<file path="config.mk">
export PLATFORM = sky130hd
export DESIGN_NAME = wb_port_arbiter
export DESIGN_NICKNAME = d
export VERILOG_FILES = /design/src/rtl/wb_arb_pkg.sv /design/src/rtl/wb_result_fifo.sv /design/src/rtl/wb_port_arbiter.sv
export SDC_FILE = /design/constraint.sdc
export NUM_CORES = 1
export LEC_CHECK = 0
export CELL_PAD_IN_SITES_DETAIL_PLACEMENT = 1
export CELL_PAD_IN_SITES_GLOBAL_PLACEMENT = 2
export CORE_MARGIN = 2
export CORE_UTILIZATION = 31
export DETAILED_ROUTE_END_ITERATION = 12
export PLACE_DENSITY_LB_ADDON = 0.1
export SYNTH_ARGS = -nofsm -noshare
export SYNTH_HDL_FRONTEND = slang
export SYNTH_SLANG_ARGS = --single-unit
</file>
<file path="constraint.sdc">
create_clock -name clk -period 3.4 [get_ports clk]
set_input_delay 0.68 -clock clk [delete_from_list [all_inputs] [get_ports clk]]
set_output_delay 0.68 -clock clk [all_outputs]
set_load 0.05 [all_outputs]
</file>
<file path="src/rtl/wb_arb_pkg.sv">
// Shared widths and arbiter state encoding for the register-file write-port arbiter.
package wb_arb_pkg;

    localparam int unsigned WB_AW = 5;
    localparam int unsigned WB_DW = 32;

    typedef enum logic {
        NORMAL = 1'b0,
        FORCE  = 1'b1
    } arb_state_e;

endpackage

</file>
<file path="src/rtl/wb_result_fifo.sv">
// Small synchronous FIFO buffering long-latency unit results until they win the write port.
module wb_result_fifo #(
    parameter int unsigned W     = 37,
    parameter int unsigned DEPTH = 2
) (
    input  logic         clk,
    input  logic         rst,
    input  logic         push,
    input  logic [W-1:0] din,
    input  logic         pop,
    output logic [W-1:0] dout,
    output logic         full,
    output logic         empty,
    output logic         last
);

    localparam int unsigned PW = $clog2(DEPTH);
    localparam int unsigned CW = $clog2(DEPTH + 1);

    logic [W-1:0]  mem [DEPTH];
    logic [PW-1:0] wr_ptr;
    logic [PW-1:0] rd_ptr;
    logic [CW-1:0] count;
    logic          do_push;
    logic          do_pop;

    assign do_push = push && !full;
    assign do_pop  = pop && !empty;

    assign full  = (count == CW'(DEPTH));
    assign empty = (count == '0);
    assign last  = (count == CW'(1));
    assign dout  = mem[rd_ptr];

    // Storage carries no reset; validity is tracked by count alone.
    always_ff @(posedge clk) begin
        if (do_push) begin
            mem[wr_ptr] <= din;
        end
    end

    always_ff @(posedge clk) begin
        if (rst) begin
            wr_ptr <= '0;
            rd_ptr <= '0;
            count  <= '0;
        end else begin
            if (do_push) begin
                wr_ptr <= wr_ptr + PW'(1);
            end
            if (do_pop) begin
                rd_ptr <= rd_ptr + PW'(1);
            end
            if (do_push && !do_pop) begin
                count <= count + CW'(1);
            end else if (do_pop && !do_push) begin
                count <= count - CW'(1);
            end
        end
    end

endmodule

</file>
<file path="src/rtl/wb_port_arbiter.sv">
// Arbitrates the register-file write port between pipeline writeback and buffered
// long-latency unit results, stalling the pipeline when a unit result starves.
module wb_port_arbiter
    import wb_arb_pkg::*;
#(
    parameter int unsigned DW           = WB_DW,
    parameter int unsigned AW           = WB_AW,
    parameter int unsigned DEPTH        = 2,
    parameter int unsigned STARVE_LIMIT = 4
) (
    input  logic          clk,
    input  logic          rst,
    input  logic          pipe_wr_en,
    input  logic [AW-1:0] pipe_wr_addr,
    input  logic [DW-1:0] pipe_wr_data,
    input  logic          lu_valid,
    output logic          lu_ready,
    input  logic [AW-1:0] lu_addr,
    input  logic [DW-1:0] lu_data,
    output logic          rf_we,
    output logic [AW-1:0] rf_waddr,
    output logic [DW-1:0] rf_wdata,
    output logic          pipe_stall,
    output logic          lu_pending
);

    localparam int unsigned SW = $clog2(STARVE_LIMIT + 1);

    arb_state_e       state;
    logic [SW-1:0]    starve_cnt;
    logic [AW+DW-1:0] head;
    logic [AW-1:0]    head_addr;
    logic [DW-1:0]    head_data;
    logic             fifo_full;
    logic             fifo_empty;
    logic             fifo_last;
    logic             do_push;
    logic             pop;
    logic             pipe_req;
    logic             head_blocked;

    assign lu_ready   = !rst && !fifo_full;
    assign lu_pending = !fifo_empty;
    assign do_push    = lu_valid && lu_ready;
    assign pipe_req   = pipe_wr_en && (pipe_wr_addr != '0);
    assign head_addr  = head[DW +: AW];
    assign head_data  = head[DW-1:0];

    wb_result_fifo #(
        .W     (AW + DW),
        .DEPTH (DEPTH)
    ) u_fifo (
        .clk   (clk),
        .rst   (rst),
        .push  (do_push),
        .din   ({lu_addr, lu_data}),
        .pop   (pop),
        .dout  (head),
        .full  (fifo_full),
        .empty (fifo_empty),
        .last  (fifo_last)
    );

    // Zero-latency write-port mux; a head addressed to $0 is popped without writing.
    always_comb begin
        rf_we        = 1'b0;
        rf_waddr     = '0;
        rf_wdata     = '0;
        pop          = 1'b0;
        head_blocked = 1'b0;
        if (!rst) begin
            if (state == NORMAL && pipe_req) begin
                rf_we        = 1'b1;
                rf_waddr     = pipe_wr_addr;
                rf_wdata     = pipe_wr_data;
                head_blocked = !fifo_empty;
            end else if (!fifo_empty) begin
                pop      = 1'b1;
                rf_we    = (head_addr != '0);
                rf_waddr = head_addr;
                rf_wdata = head_data;
            end
        end
    end

    // Starvation tracking and NORMAL/FORCE state; pipe_stall mirrors the next state.
    always_ff @(posedge clk) begin
        if (rst) begin
            state      <= NORMAL;
            starve_cnt <= '0;
            pipe_stall <= 1'b0;
        end else begin
            if (pop || fifo_empty) begin
                starve_cnt <= '0;
            end else if (head_blocked && starve_cnt != SW'(STARVE_LIMIT)) begin
                starve_cnt <= starve_cnt + SW'(1);
            end
            case (state)
                NORMAL: begin
                    if (head_blocked && starve_cnt == SW'(STARVE_LIMIT - 1)) begin
                        state      <= FORCE;
                        pipe_stall <= 1'b1;
                    end
                end
                FORCE: begin
                    if (fifo_empty || (pop && fifo_last && !do_push)) begin
                        state      <= NORMAL;
                        pipe_stall <= 1'b0;
                    end
                end
                default: begin
                    state      <= NORMAL;
                    pipe_stall <= 1'b0;
                end
            endcase
        end
    end

endmodule

</file>
==> flow_summary.toml <==
[routing]
drt_iter0_drc = 73
drtPass1Iterations = 4
ant_nets = 0
routed_wirelength_um = 10100
vias = 2807
via_per_inst = 4.62
wire_per_inst_um = 16.6
route.detailed.drc = 0

[global_route]
grt_pass1_wl_um = 16200
grt_max_degree = 33
grt_pass1_vias = 3067
grt_antenna_before_repair = 0
grt_use_total_pct = 15.1
overflow = 0

[placement]
dp_slack_ns = 0.201
routabilityCongestion = 0.719
io_buffers = 118
dp_cells = 591
hpwlAfterDp_um = 7220

[die]
die_y_um = 117
core_mm2 = 0.0126
io-pin-count = 119
die-area_mm2 = 0.0138
initial_utilization_pct = 31.7
rows = 41
die_width_um = 117

[clocking]
cts_hold_buf = 0
clock_latency_ns = 0.34
post-cts-setup-buffer-count = 0
cts_buffer_depth = 2
cts_tree = "yes"
cts_inserted_buffers = 9
post_cts_resized = 0
root_buffer = "clkbuf_16"
cts_sinks = 84
h-tree-depth = 3
clk_pin_slew_worst_paths_ns = 0.06

[sta]
fin_hold_ws_ns = 0.494
rsz0062_at_grt = "false"
max_freq_mhz = 312
min_period_over_period_pct = 94.2
relSlewSlack_pct = 53.4
hold_viol = 0
tightest_slew_ns = 0.697
finalSetupViolations = 0
fin_setup_tns_ns = 0
drv_slew = 0
final.min_clock_period_ns = 3.20
finClkSkew_ns = 0.00466
layout_setup_ws_ns = 0.196

[synthesis]
synth_top_cell_area_share_pct = 55.7
syn_nets = 389
yosysSeqAreaShare_pct = 60.7
synth_most_common_cell = "edfxtp_1"
syn_area_mm2 = 0.00399
yosys_warnings = 0
synth_ff_type = "edfxtp_1"
syn_area_per_cell_um2 = 13.1
synth_edf_count = 74
synthArstFlopShare_pct = 0
synthCells = 304
synth_cell_types = 34
synth_common_cells = "74 x edfxtp_1, 73 x nand2_1, 38 x mux2i_1"
synth_seq_cells = 84
synth.area.top_cells = "edfxtp_1 56%, mux2_2 9.6%, mux2i_1 9.5%, nand2_1 6.9%, dfxtp_1 5.0%"
synth_area_leader_cell = "edfxtp_1"

[status]
outcome = "complete, no violations"

[worst_setup_path]
slowest_delay_ns = 0.44
crit_path_cell_trace = "clkdlybuf4s50_1, or3_4, o21a_2, buf_4, mux2i_1, buf_12"
endpoint_kind = "output pin"
crit_type = "input port to output pin"
cp_data_arrival_time_ns = 2.52
required_ns = 2.72
worstSetupStartpointType = "input port"
cp_max_fo = 15
critPathSlowestCell = "clkdlybuf4s50_1"

[power]
total_power_mw = 3.42
power-per-cell-area_mw_per_mm2 = 558
p_leak_nw = 2.23
vdd.ir_drop.worst_mv = 0.261

[finish]
finalNonFillerCells = 607
drive_gt1_share_pct = 25.1
register_area_mm2 = 0.00242
final_nets = 515
syn2layout_area_growth_pct = 53.8
multi_input_area_mm2 = 0.00143
diodes = 0
fillers = 1296

[min_path]
hold_path.class = "flip-flop to flip-flop"

[run]
cap_violations = 0
==> critical path, delay by kind of cell <==
kind                   cells  cell delay [ns]
buffers and inverters      3             0.85
multiplexers               1             0.32
AND/OR/NAND/NOR            1             0.42
AO/OA/AOI/OAI              1             0.24
==> registers in the layout, summed over array words and instances, names as in the netlist, named ones only <==
signal / count
state: 1
pipe_stall: 1
u_fifo.wr_ptr: 1
u_fifo.rd_ptr: 1
starve_cnt: 3
u_fifo.count: 2
u_fifo.mem: 74
==> final timing paths <==
kind	from	endpoint	slack [ns]	depth (start not counted)
setup / recovery	pipe_wr_addr[0]	rf_wdata[0]	0.20	6
hold / removal	starve_cnt[2]	starve_cnt[1]	0.49	2
setup reg to reg	u_fifo.count[0]	flip-flop	1.49	5
hold reg to reg	starve_cnt[2]	starve_cnt[1]	0.49	2
==> layer usage <==
| metal | vias up | global-route usage [%] | share of wire [%] |
|---|---|---|---|
| met5 | - | 0 | 0 |
| met4 | 0 | 5.87 | 1.7 |
| met3 | 12 | 3.60 | 5.2 |
| met2 | 73 | 25.8 | 50 |
| met1 | 1368 | 18.5 | 44 |
| li1 | 1354 | - | - |
==> per-stage QoR <==
step	util (%)	cell area, um^2
after floorplan	-	3990
final	48.8	6130
after detailed placement	46.2	5810
after CTS	48.8	6130
after global routing	48.8	6130
after global placement	46.2	5810
==> cells by family (layout without fill, tap and decap cells) <==
| kind of cell | after synthesis | after routing | synth area share, % |
|---|---|---|---|
| simple gates | 96 | 96 | 10.1 |
| flops | 84 | 84 | 60.7 |
| mux | 72 | 72 | 19.1 |
| buf+inv | 25 | 156 | 3.83 |
| compound gates | 16 | 16 | 3.11 |
| fa+ha+maj | 7 | 7 | 2.20 |
| xor+xnor | 4 | 4 | 0.879 |
==> power breakdown <==
part / switching [mW] / internal (mW) / leakage, nW / total [mW]
registers: 0.0428 / 1.22 / 0.760 / 1.26
logic: 0.579 / 0.529 / 1.31 / 1.11
clock network: 0.408 / 0.648 / 0.154 / 1.06
==> layout by cell type (no fill, tap or decap), types with 5 or more instances in the layout <==
| master | netlist | layout |
|---|---|---|
| mux2_2 | 34 | 34 |
| mux2i_1 | 38 | 38 |
| edfxtp_1 | 74 | 74 |
| clkbuf_16 | 0 | 9 |
| nand2_1 | 73 | 73 |
| inv_1 | 9 | 9 |
| o32ai_1 | 5 | 5 |
| nor2_1 | 8 | 7 |
| ha_1 | 7 | 7 |
| buf_12 | 3 | 42 |
| clkdlybuf4s50_1 | 0 | 79 |
| dfxtp_1 | 10 | 9 |
| buf_4 | 0 | 10 |
==> area by class of cell <==
cell class	instances	area share, %
clock buffers	9	3.67
flip-flops and latches	84	39.5
inverters	9	0.551
repair buffers	131	27.8
multi-input cells	195	23.3
well taps	172	3.51
clock inverters	7	1.63
No activity file was read; power rests on OpenSTA's default activity.
